File: config.mk
export PLATFORM = sky130hd
export DESIGN_NAME = tdm_mux8
export DESIGN_NICKNAME = d
export VERILOG_FILES = /design/src/rtl/tdm_pkg.sv /design/src/rtl/tdm_next_ch.sv /design/src/rtl/tdm_mux8.sv
export SDC_FILE = /design/constraint.sdc
export NUM_CORES = 1
export LEC_CHECK = 0
export ABC_CLOCK_PERIOD_IN_PS = 2310
export BUFFER_PORTS_ARGS = -buffer_cell sky130_fd_sc_hd__buf_2
export CAP_MARGIN = 20
export CELL_PAD_IN_SITES_DETAIL_PLACEMENT = 0
export CELL_PAD_IN_SITES_GLOBAL_PLACEMENT = 2
export CORE_ASPECT_RATIO = 0.8
export CORE_MARGIN = 3
export CORE_UTILIZATION = 31
export CTS_CLUSTER_DIAMETER = 60
export DETAILED_ROUTE_END_ITERATION = 10
export PLACE_DENSITY_LB_ADDON = 0.1
export SYNTH_ARGS = -nofsm -noshare
export SYNTH_HDL_FRONTEND = slang
export SYNTH_SLANG_ARGS = --single-unit
File: constraint.sdc
create_clock -name clk -period 2.31 [get_ports clk]
set_clock_uncertainty 0.2 [all_clocks]
set_input_delay 0 -clock clk [delete_from_list [all_inputs] [get_ports clk]]
set_output_delay 0 -clock clk [all_outputs]
set_load 0.02 [all_outputs]
File: src/rtl/tdm_pkg.sv
// ============================================================================
// Module   : tdm_pkg
// Purpose  : Shared constants and state type for the 8-channel TDM transmitter.
// Revision : 1.0  initial release
// ============================================================================
`default_nettype none

package tdm_pkg;

  localparam int NUM_CH = 8;
  localparam int SEL_W  = 3;

  typedef enum logic [0:0] {
    IDLE = 1'b0,
    SCAN = 1'b1
  } tdm_state_t;

endpackage

`default_nettype wire

File: src/rtl/tdm_next_ch.sv
// ============================================================================
// Module   : tdm_next_ch
// Purpose  : Picks the lowest set mask bit, either from channel 0 or strictly
//            above the current index; flags whether any such channel exists.
// Revision : 1.0  initial release
// ============================================================================
`default_nettype none

module tdm_next_ch
  import tdm_pkg::*;
(
  input  logic [NUM_CH-1:0] mask_i,
  input  logic [SEL_W-1:0]  idx_i,
  input  logic              from_start_i,
  output logic [SEL_W-1:0]  nxt_o,
  output logic              found_o
);

  // Descending scan so the lowest qualifying channel is the one that sticks.
  always_comb begin
    nxt_o   = '0;
    found_o = 1'b0;
    for (int i = NUM_CH - 1; i >= 0; i--) begin
      if (mask_i[i] && (from_start_i || (SEL_W'(i) > idx_i))) begin
        nxt_o   = SEL_W'(i);
        found_o = 1'b1;
      end
    end
  end

endmodule

`default_nettype wire

File: src/rtl/tdm_mux8.sv
// ============================================================================
// Module   : tdm_mux8
// Purpose  : Eight-channel TDM transmitter; snapshots channel bits per frame and
//            serialises them on 'a' with slot select {p,q,r}.
// Revision : 1.0  initial release
// ============================================================================
`default_nettype none

module tdm_mux8
  import tdm_pkg::*;
#(
  parameter int DWELL         = 1,
  parameter bit SKIP_DISABLED = 1'b1
)
(
  input  logic              clk,
  input  logic              rst_n,
  input  logic              en,
  input  logic [NUM_CH-1:0] ch_in,
  input  logic [NUM_CH-1:0] ch_mask,
  output logic              a,
  output logic              p,
  output logic              q,
  output logic              r,
  output logic              frame_start,
  output logic              busy
);

  localparam logic [7:0] DWELL_LAST = 8'(DWELL - 1);

  tdm_state_t        state_q, state_d;
  logic [NUM_CH-1:0] data_q, data_d;
  logic [NUM_CH-1:0] mask_q, mask_d;
  logic [SEL_W-1:0]  idx_q, idx_d;
  logic [7:0]        dwell_q, dwell_d;
  logic              a_q, a_d;
  logic              fs_q, fs_d;
  logic              busy_q, busy_d;

  logic [NUM_CH-1:0] w_start_mask;
  logic [NUM_CH-1:0] w_scan_mask;
  logic [SEL_W-1:0]  w_first_idx;
  logic              w_first_found;
  logic [SEL_W-1:0]  w_adv_idx;
  logic              w_adv_found;
  logic              w_start;
  logic              w_slot_end;
  logic              w_new_frame;

  // With skipping off every channel owns a slot; only 'a' honours the mask.
  assign w_start_mask = SKIP_DISABLED ? ch_mask : '1;
  assign w_scan_mask  = SKIP_DISABLED ? mask_q  : '1;

  tdm_next_ch u_first (
    .mask_i       (w_start_mask),
    .idx_i        ('0),
    .from_start_i (1'b1),
    .nxt_o        (w_first_idx),
    .found_o      (w_first_found)
  );

  tdm_next_ch u_adv (
    .mask_i       (w_scan_mask),
    .idx_i        (idx_q),
    .from_start_i (1'b0),
    .nxt_o        (w_adv_idx),
    .found_o      (w_adv_found)
  );

  assign w_start    = en & w_first_found;
  assign w_slot_end = (dwell_q == DWELL_LAST);

  always_ff @(posedge clk or negedge rst_n) begin
    if (!rst_n) begin
      state_q <= IDLE;
      data_q  <= '0;
      mask_q  <= '0;
      idx_q   <= '0;
      dwell_q <= '0;
      a_q     <= 1'b0;
      fs_q    <= 1'b0;
      busy_q  <= 1'b0;
    end else begin
      state_q <= state_d;
      data_q  <= data_d;
      mask_q  <= mask_d;
      idx_q   <= idx_d;
      dwell_q <= dwell_d;
      a_q     <= a_d;
      fs_q    <= fs_d;
      busy_q  <= busy_d;
    end
  end

  always_comb begin
    state_d     = state_q;
    data_d      = data_q;
    mask_d      = mask_q;
    idx_d       = idx_q;
    dwell_d     = dwell_q;
    w_new_frame = 1'b0;
    case (state_q)
      IDLE: begin
        if (w_start) begin
          state_d     = SCAN;
          w_new_frame = 1'b1;
        end
      end
      SCAN: begin
        if (!w_slot_end) begin
          dwell_d = dwell_q + 8'd1;
        end else if (w_adv_found) begin
          idx_d   = w_adv_idx;
          dwell_d = '0;
        end else if (w_start) begin
          w_new_frame = 1'b1;
        end else begin
          state_d = IDLE;
          dwell_d = '0;
        end
      end
      default: state_d = IDLE;
    endcase
    // Frame snapshot: later input changes stay invisible until the next frame.
    if (w_new_frame) begin
      data_d  = ch_in;
      mask_d  = ch_mask;
      idx_d   = w_first_idx;
      dwell_d = '0;
    end
  end

  always_comb begin
    a_d    = (state_d == SCAN) ? (data_d[idx_d] & mask_d[idx_d]) : 1'b0;
    fs_d   = w_new_frame;
    busy_d = (state_d == SCAN);
  end

  assign a           = a_q;
  assign p           = idx_q[2];
  assign q           = idx_q[1];
  assign r           = idx_q[0];
  assign frame_start = fs_q;
  assign busy        = busy_q;

endmodule

`default_nettype wire

## Word-level counts from Yosys, hierarchy flattened

Cells that the tools add are included.

| word-level totals | value |
|---|---|
| register bits | 30 |
| input bits | 19 |
| output and inout port bits | 6 |
| word-level logic and storage cells | 87 |

| cells by class | value |
|---|---|
| add/sub/neg operators | 1 |
| $lt $le $gt $ge | 9 |
| equal/unequal tests | 1 |
| muxes and demuxes | 55 |
| bitwise gates (word level) | 3 |
| reduce and logical (&&, ||, !) cells | 11 |

Operator list:

| cell | number |
|---|---|
| $mux 3 | 20 |
| $mux 8 | 7 |
| $mux 1 | 24 |
| $gt 3x3->1 const A | 4 |
| $add 8x1->8 const B | 1 |
| $logic_and 1x1->1 | 8 |
| $logic_not 8->1 | 1 |
| $bmux 1 s3 | 2 |
| $gt 1x3->1 const A | 2 |
| $gt 2x3->1 const A | 2 |
| $lt 3x4->1 const B | 1 |
| $ne 4x3->1 const B | 1 |
| $pmux 1 s2 | 2 |
| $and 1x1->1 | 2 |
| $reduce_and 2->1 | 1 |
| $reduce_bool 2->1 | 1 |
| $not 1->1 | 1 |

## Logic depth before layout (Yosys ltp)

Gate-level depths: netlist (run 1).

| depth | value |
|---|---|
| word-level depth | 18 |
| gate-level depth with buffers | 11 |
| gate-level depth less buffers | 9 |

## By module

From an unflattened synthesis (run 1), not the netlist that was laid out.

| unflattened totals | value |
|---|---|
| cell total of the unflattened synthesis | 235 |
| area, all modules | 1994.4 sq um |

By module, submodules not included:

| module | times used | cells each | area each (sq um) | seq. area each (sq um) |
|---|---|---|---|---|
| tdm_mux8 | 1 | 161 | 1521.5 | 750.7 |
| tdm_next_ch | 2 | 37 | 236.5 | 0.0 |

## Worst setup path before layout (run 1)

OpenSTA, ideal clock, no wires.

| timing | value |
|---|---|
| kind | register to register |
| start point | reg idx_q[1] |
| end point | reg a_q (netlist: a) |
| setup time | 124 ps |
| data arrival time | 2267 ps |
| data required time | 1986 ps |
| path slack | -281 ps |
| stages on the path, launching flop included | 11 |
| path buffers | 2 |
| period minus slack after synthesis | 2591 ps |
| cells stage by stage | dfrtp_1 -> buf_6 -> or3b_1 -> nand4_2 -> nor3_2 -> a31oi_4 -> inv_2 -> buf_2 -> o311ai_0 -> a311o_1 -> nand2_1 |

| on the way | value |
|---|---|
| longest elaborated chain between the ends | 18 |
| elaborated cells between the ends (all ways) | 50 |
| those cells by class | 8 x order compare; 33 x mux; 1 x bitwise; 8 x reduce/logical |

Ends and longest elaborated chain:

| element | RTL line | text |
|---|---|---|
| start: declaration | tdm_mux8.sv:34 | `logic [SEL_W-1:0] idx_q, idx_d;` |
| start signal: assignment | tdm_mux8.sv:87 | `idx_q <= idx_d;` |
| $gt 3x3->1 | tdm_next_ch.sv:24 | `if (mask_i[i] && (from_start_i \|\| (SEL_W'(i) > idx_i))) begin` |
| $logic_and 1x1->1 | tdm_next_ch.sv:24 |  |
| $mux 1 or $mux 3 (tied branches) (8 in a row) | tdm_next_ch.sv:24 |  |
| $mux 1 or $mux 3 (tied branches) | tdm_mux8.sv:112 | `end else if (w_adv_found) begin` |
| $mux 1 or $mux 3 (tied branches) | tdm_mux8.sv:110 | `if (!w_slot_end) begin` |
| $pmux 1 s2 or $mux 3 (tied branches) | tdm_mux8.sv:102 | `case (state_q)` |
| $mux 8 or $mux 3 (tied branches) | tdm_mux8.sv:125 | `if (w_new_frame) begin` |
| $bmux 1 s3 | tdm_mux8.sv:134 | `a_d = (state_d == SCAN) ? (data_d[idx_d] & mask_d[idx_d]) : 1'b0;` |
| $mux 1 (implied by the code) | tdm_mux8.sv:134 |  |
| $and 1x1->1 | tdm_mux8.sv:134 |  |
| $mux 1 (*) | tdm_mux8.sv:134 |  |
| net a_d | tdm_mux8.sv:36 | `logic a_q, a_d;` |
| end signal: assignment | tdm_mux8.sv:80 | `a_q <= 1'b0;` |
| end signal: assignment | tdm_mux8.sv:89 | `a_q <= a_d;` |
| end: declaration | tdm_mux8.sv:36 |  |

Mark *: on every way through the listed nets, which the timed path passes. The rest lies on a longest branch. The select of a mux whose other input is x is not followed.
A chain may end at the register's enable or synchronous reset.

## Final worst setup path (run 1)

| timing | value |
|---|---|
| start point | reg idx_q[0] |
| end point | reg a_q (netlist: a) |

| on the way | value |
|---|---|
| longest elaborated chain between the ends | 18 |
| elaborated cells between the ends (all ways) | 50 |
| those cells by class | 8 x order compare; 33 x mux; 1 x bitwise; 8 x reduce/logical |

Ends and longest elaborated chain:

| element | RTL line |
|---|---|
| $gt 3x3->1 | tdm_next_ch.sv:24 |
| $logic_and 1x1->1 | tdm_next_ch.sv:24 |
| $mux 1 or $mux 3 (tied branches) (8 in a row) | tdm_next_ch.sv:24 |
| $mux 1 or $mux 3 (tied branches) | tdm_mux8.sv:112 |
| $mux 1 or $mux 3 (tied branches) | tdm_mux8.sv:110 |
| $pmux 1 s2 or $mux 3 (tied branches) | tdm_mux8.sv:102 |
| $mux 3 (*) | tdm_mux8.sv:125 |
| net idx_d[0] | tdm_mux8.sv:34 |
| $bmux 1 s3 | tdm_mux8.sv:134 |
| $mux 1 (implied by the code) | tdm_mux8.sv:134 |
| $and 1x1->1 (*) | tdm_mux8.sv:134 |
| $mux 1 (*) | tdm_mux8.sv:134 |
| net a_d | tdm_mux8.sv:36 |

Marks and branches as above.

==> impl_results.md, run 1 <==
* Crit-path slowest cell: dfrtp_2
* Synthesis-stage register bit count at 30
* Die Ht at 74.3 µm
* RSZ-0062 raised after global routing: yes
* DRT Pass-1 Iters at 4
* Count of final hold-check violations at 0
* Netlist cell types at 56
* Layout Area Growth over Synthesis at 44.4%
* CP Class: flip-flop to flip-flop
* Finished Cell Area at 2610 µm²
* Initial Util at 32.6%
* Fraction of registers with async set/reset at 100%
* Max_slew headroom at 52.9%
* Clk root buf: clkbuf_8
* Die ar. at 6790 µm²
* Mapped cell area at 1810 µm²
* Number of CTS-inserted buffers at 5
* Worst-case reg-to-reg path depth at 8
* DR iter-0 viols at 93
* Area post-placement at 2280 µm²
* PnR worst setup slack at -0.0957 ns
* R2R Setup Slk at -0.1 ns
* Startpoint Class: flip-flop
* Most used DFF post-synth: dfrtp_1
* Total number of vias at 1815
* Synthesized instance count at 210
* Fmax at 0.416 GHz
* Die width at 91.4 µm
* Rows at 24
* GP Congestion at 0.821
* Syn avg cell area at 8.62 µm²
* Reg2reg start: idx_q[0]
* Syn nets at 231
* Worst-skew pair later-pin latency at 0.28 ns
* Crit end category: flip-flop
* Leading area contributor after synthesis: dfrtp_1
* Layout cells sized above 1 at 30.6%
* Leading cell types by total area after synthesis: dfrtp_1 41%, nand2_1 12%, and3_1 3.8%, o21ai_0 3.3%, nor2_1 2.9%
* Worst-path fanout max at 6
* Beginning of the worst hold path: ch_mask[0]
* Worst path bufs/invs at 0
* DRT antenna net count at 0
* CTS tree: done
* DRT Wirelength at 5510 µm
* Bufs on Longest Clock Path at 2
* Count leader, synth: nand2_1
* Power Density at 1210 nW/µm²
* IO buf count at 24
* # diodes at 0
* Slowest stage delay, CP at 0.44 ns
* H-tree depth at 2
* Worst VDD drop at 473 µV
* Pre-CTS setup slack at -0.0752 ns
* Status: finished with violations
* Ports at 25
* Leakage at 1.23 nW
* Hold path depth at 4
* Post-synth EDFFs at 0
* Vias in the first global route at 1800
* Initial antenna violation count at 0
* Via-to-Cell Ratio at 4.96
* Hold_ws at 0.0341 ns
* Total of fill cells in the finished design at 538
* Grt ovf at 0
* Core box area at 5560 µm²
* Global-route wire length before repair at 9140 µm
* Final Cycle Share at 104%
* Slew of the pin with the lowest slew margin at 0.706 ns
* Dpl hpwl at 4240 µm
* Max Cap Viol at 0
* GRT Total Usage at 17.5%
* Largest net degree at the start of global routing at 31
* CP Data Arrival Time at 2.42 ns
* Clock sink count at 30
* Post-Route Setup TNS at -0.0957 ns
* Clk slew on worst S/H paths at 0.06 ns
* Min-delay worst type: input port to flip-flop
* DR WL/cell at 15.0 µm
* Capturing point of the worst reg2reg path: a
* Syn. warnings at 0
* Power, Total at 3.15 mW
* Top cells by count, synth: 59 x nand2_1, 30 x dfrtp_1, 14 x nor2_1
* Nets at 308
* Synth top area share at 41.5%
* DR DRC count at 0
* Worst path required time at 2.33 ns
* Worst Hold Path EP: idx_q[1]
* Cell Chain, Critical Path: or3b_4, nand4_4, nor3_4, a31oi_4, o211ai_4, or3_1, a311o_1, nand2_1
* Number of setup violations in the final report at 1
* Tmin final at 2.41 ns
* Failing checks: setup timing
* Sequential area share after synthesis at 41.5%
* Final Slew Violations at 0
* CP top delay family: simple AND/OR/NAND/NOR gates
[registers in the layout (all words and copies together) (netlist names)]
name	count
data_q	8
dwell_q	8
mask_q	8
idx_q	3
a	1
busy	1
frame_start	1
[what timing repair did]
item | 4_1_cts | 5_1_grt
endpoints found under the setup margin | 1 | 1
hold endpoints to repair | 46 | 0
pin swaps | 3 | 1
setup buffers | 0 | 1
hold buffers | 17 | 0
resized for setup | 5 | 3
gates cloned | 0 | 0
[layout by cell type (no fill, tap or decap), types with 3 or more instances in the layout]
| cell | Yosys | final |
|---|---|---|
| a32oi_1 | 3 | 3 |
| nand2_1 | 59 | 59 |
| o21bai_1 | 5 | 4 |
| inv_1 | 8 | 8 |
| nand2b_1 | 5 | 5 |
| dlygate4sd3_1 | 0 | 17 |
| a21oi_1 | 6 | 5 |
| buf_2 | 2 | 24 |
| nand3_1 | 3 | 3 |
| dfrtp_1 | 30 | 28 |
| nor2_1 | 14 | 14 |
| buf_4 | 0 | 35 |
| o21ai_0 | 12 | 12 |
| and3_1 | 11 | 11 |
| clkbuf_8 | 0 | 8 |
[where the power goes]
part	switching (mW)	leakage, nW	total, mW	internal [mW]
clock	0.193	0.0575	0.494	0.301
combinational	0.848	0.805	1.67	0.825
sequential	0.218	0.369	0.988	0.770
total	1.26	1.23	3.15	1.90
[cell type report]
class / instances / area [µm²] / area share, %
clock buffer: 8 / 110 / 4.21
timing repair buffer: 77 / 564 / 21.6
inverter: 9 / 36.3 / 1.39
multi-input combinational: 164 / 1050 / 40.2
sequential: 30 / 753 / 28.8
tap: 78 / 97.6 / 3.74
[routing by layer]
metal  vias up  track usage [%]  routed length (µm)
met5         -                0                   0
met2        51             25.7                2410
met4         0             5.35                  23
met3         2             3.84                 286
li1        901                -                   -
met1       861             25.7                2790
[per-stage QoR]
| stage | instances | util (%) |
|---|---|---|
| 6_report | 366 | 47.0 |
| 5_1_grt | 366 | 47.0 |
| 4_1_cts | 365 | 46.5 |
| 3_5_place_dp | 340 | 41.1 |
| 3_3_place_gp | 340 | 41.1 |
| 2_1_floorplan | 210 | - |
[cells by family (layout without fill, tap and decap cells)]
| family | after synthesis | in the layout | share of synthesized area (%) |
|---|---|---|---|
| buffers and inverters | 16 | 94 | 4.29 |
| adder cells (fa/ha/maj) | 2 | 2 | 1.38 |
| AND/OR/NAND/NOR | 108 | 108 | 29.7 |
| AO/OA/AOI/OAI | 53 | 53 | 22.6 |
| XOR/XNOR | 1 | 1 | 0.484 |
| flip-flops | 30 | 30 | 41.5 |
[worst max-delay path by stage]
stage | end | cells past startpoint | from | slack [ns]
floorplan | a | 9 | idx_q[1] | -0.13
global placement | a | 8 | idx_q[1] | -0.05
detailed placement | a | 9 | idx_q[0] | -0.08
CTS | a | 8 | idx_q[0] | -0.06
global route | a | 8 | dwell_q[6] | -0.21
finish | a | 8 | idx_q[0] | -0.1
[tightest hold or removal path: stages]
cell	delay (ns)
buf_2	0.15
a211oi_1	0.06
nor2_1	0.18
a21oi_2	0.07
No activity file was read; power rests on OpenSTA's default activity.
==> run 2: changes to the inputs <==
--- a/config.mk
+++ b/config.mk
@@ -5,17 +5,17 @@
 export SDC_FILE = /design/constraint.sdc
 export NUM_CORES = 1
 export LEC_CHECK = 0
-export ABC_CLOCK_PERIOD_IN_PS = 2310
+export ABC_CLOCK_PERIOD_IN_PS = 2800
 export BUFFER_PORTS_ARGS = -buffer_cell sky130_fd_sc_hd__buf_2
 export CAP_MARGIN = 20
 export CELL_PAD_IN_SITES_DETAIL_PLACEMENT = 0
 export CELL_PAD_IN_SITES_GLOBAL_PLACEMENT = 2
 export CORE_ASPECT_RATIO = 0.8
 export CORE_MARGIN = 3
-export CORE_UTILIZATION = 31
+export CORE_UTILIZATION = 37
 export CTS_CLUSTER_DIAMETER = 60
 export DETAILED_ROUTE_END_ITERATION = 10
-export PLACE_DENSITY_LB_ADDON = 0.1
+export PLACE_DENSITY_LB_ADDON = 0.25
 export SYNTH_ARGS = -nofsm -noshare
 export SYNTH_HDL_FRONTEND = slang
 export SYNTH_SLANG_ARGS = --single-unit
==> constraint.sdc (replaced) <==
create_clock -name clk -period 2.8 [get_ports clk]
set_clock_uncertainty 0.2 [all_clocks]
set_input_delay 0 -clock clk [delete_from_list [all_inputs] [get_ports clk]]
set_output_delay 0 -clock clk [all_outputs]
set_load 0.02 [all_outputs]
==> impl_results.md, run 2 (synthesis results as in run 1) <==
* Status: completed
* Worst path required time at 2.76 ns (+0.43 ns)
* Grt ovf at 0 (unchanged)
* Fmax at 0.383 GHz (-7.8%)
* Internal power at 1.22 mW (-36%)
* CTS tree: done
* DR WL/cell at 15.6 µm (+3.5%)
* RSZ-0062 raised after global routing: no
* Max Cap Viol at 0 (unchanged)
* Tmin final at 2.61 ns (+0.204 ns)
* Reg2reg start: idx_q[1]
* Core box area at 4650 µm² (-16%)
* IO buf count at 24 (unchanged)
* CP Data Arrival Time at 2.57 ns (+0.15 ns)
* Switch Pwr at 899 µW (-29%)
* Pre-CTS setup slack at 0.172 ns (+0.248 ns)
* Startpoint Class: flip-flop
* Power Density at 932 nW/µm² (-23%)
* Clk slew on worst S/H paths at 0.06 ns (about the same)
* Crit path from: idx_q[1]
* Leakage at 1.07 nW (-13%)
* DR iter-0 viols at 119 (+28%)
* GP Congestion at 0.858 (+4.5%)
* DRT Pass-1 Iters at 4 (unchanged)
* Clock sink count at 30 (unchanged)
* GRT Total Usage at 18.1% (+0.63 points)
* PnR worst setup slack at 0.190 ns (+0.286 ns)
* Number of setup violations in the final report at 0 (-1)
* DRT antenna net count at 0 (unchanged)
* Worst-case reg-to-reg path depth at 9 (+1)
* Initial Util at 38.9% (+6.3 points)
* # diodes at 0 (unchanged)
* Initial antenna violation count at 0 (unchanged)
* Ports at 25 (unchanged)
* Clk root buf: clkbuf_8
* Die Ht at 68.5 µm (-7.8%)
* Total number of vias at 1708 (-5.9%)
* Slew of the pin with the lowest slew margin at 0.704 ns (-0.00167 ns)
* Top Registers: data_q x8, dwell_q x8, mask_q x8
* Min-delay worst type: input port to async pin
* DR DRC count at 0 (unchanged)
* Rows at 22 (-8.3%)
* Crit end category: flip-flop
* Final Cycle Share at 93.2% (-11 points)
* CP Class: flip-flop to flip-flop
* Nets at 278 (-9.7%)
* H-tree depth at 2 (unchanged)
* Switching share of power at 42.4% (+2.5 points)
* Max_slew headroom at 53.0% (+0.11 points)
* Layout cells sized above 1 at 19.4% (-11 points)
* Via-to-Cell Ratio at 5.37 (+8.3%)
* Largest net degree at the start of global routing at 31 (unchanged)
* Post-CTS Setup Repair Bufs at 0 (unchanged)
* Dpl hpwl at 3630 µm (-14%)
* Total of fill cells in the finished design at 442 (-18%)
* Die ar. at 5770 µm² (-15%)
* Number of CTS-inserted buffers at 5 (unchanged)
* Worst-path fanout max at 15 (+9)
* Global-route wire length before repair at 8100 µm (-11%)
* Most frequent cells in the layout: 59 x nand2_1, 30 x dfrtp_1, 24 x buf_2
* Count of final hold-check violations at 0 (unchanged)
* Worst-skew pair later-pin latency at 0.28 ns (about the same)
* Final core utilization at 48.9% (+1.9 points)
* Seq pwr share at 40.9% (+9.6 points)
* Final Slew Violations at 0 (unchanged)
* Vias in the first global route at 1589 (-12%)
* Worst VDD drop at 421 µV (-11%)
* Post-Route Setup TNS at 0 ns (+0.0957 ns)
* Most common cell after layout, fill and taps aside: nand2_1
* Layout Area Growth over Synthesis at 25.7%
* Comb pwr share at 42.2% (-11 points)
* Clk pwr share at 16.8% (+1.1 points)
* DRT Wirelength at 4950 µm (-10%)
* Bufs on Longest Clock Path at 2 (unchanged)
* Die width at 84.2 µm (-7.9%)
-- run 2: cell types whose count changed in the layout (fill, tap and decap cells not counted), sizes merged --
cell    change
buf        -30
clkbuf      -1
clkinv      +1
-- run 2: layout make-up --
class	instances	area [µm²]	area share, %
clock buffers	7	86.3	3.80
clock inverters	1	5.00	0.220
inverters	9	33.8	1.49
multi-input cells	164	988	43.5
flip-flops and latches	30	751	33.0
well taps	60	75.1	3.30
repair buffers	47	335	14.7
-- run 2: path summary, 6_finish.rpt --
path / endpoint / slack (ns)
worst max-delay path: a / 0.19
worst max register to register: a / 0.19
max in group asynchronous: dwell_q[6] / 1.84
worst min-delay path: mask_q[6] / 0.10
worst min register to register: data_q[0] / 0.27
min in group clk: busy / 0.16
-- run 2: what timing repair did --
action / in CTS / in global routing
resized for setup: 0 / 1
endpoints found under the setup margin: 0 / 1
hold buffers: 17 / 0
hold endpoints to repair: 46 / 0
-- run 2: per-layer routing --
layer	up-vias	global-route usage, %	part of all wire (%)
met3	7	3.80	5.8
met4	0	7.23	1.4
met1	804	26.5	49
met5	-	0	0
li1	840	-	-
met2	57	26.2	44
-- run 2: worst max-delay path, cell delays in order, from the launching register on --
cell,delay [ns]
dfrtp_1,0.48
or3b_1,0.45
nand4_2,0.15
nor3_2,0.09
a31oi_4,0.28
buf_4,0.27
nor2_1,0.09
a21oi_1,0.27
a311o_1,0.16
nand2_1,0.06
-- run 2: power groups by stage --
stage / combinational, mW / sequential (mW) / clock, mW
2_1_floorplan: 0.673 / 0.801 / 0
3_3_place_gp: 0.843 / 0.867 / 0
3_5_place_dp: 0.867 / 0.869 / 0
4_1_cts: 0.888 / 0.862 / 0.369
5_1_grt: 1.01 / 0.903 / 0.389
6_report: 0.895 / 0.868 / 0.357
-- run 2: metrics by stage --
step	instances	power, mW	hold slack [ns]	instance area (µm²)
after floorplan	210	1.47	-0.496	1810
after global placement	293	1.71	-0.115	2010
after detailed placement	293	1.74	-0.116	2010
after CTS	318	2.12	0.119	2270
after global routing	318	2.31	0.157	2270
final	318	2.12	0.105	2270
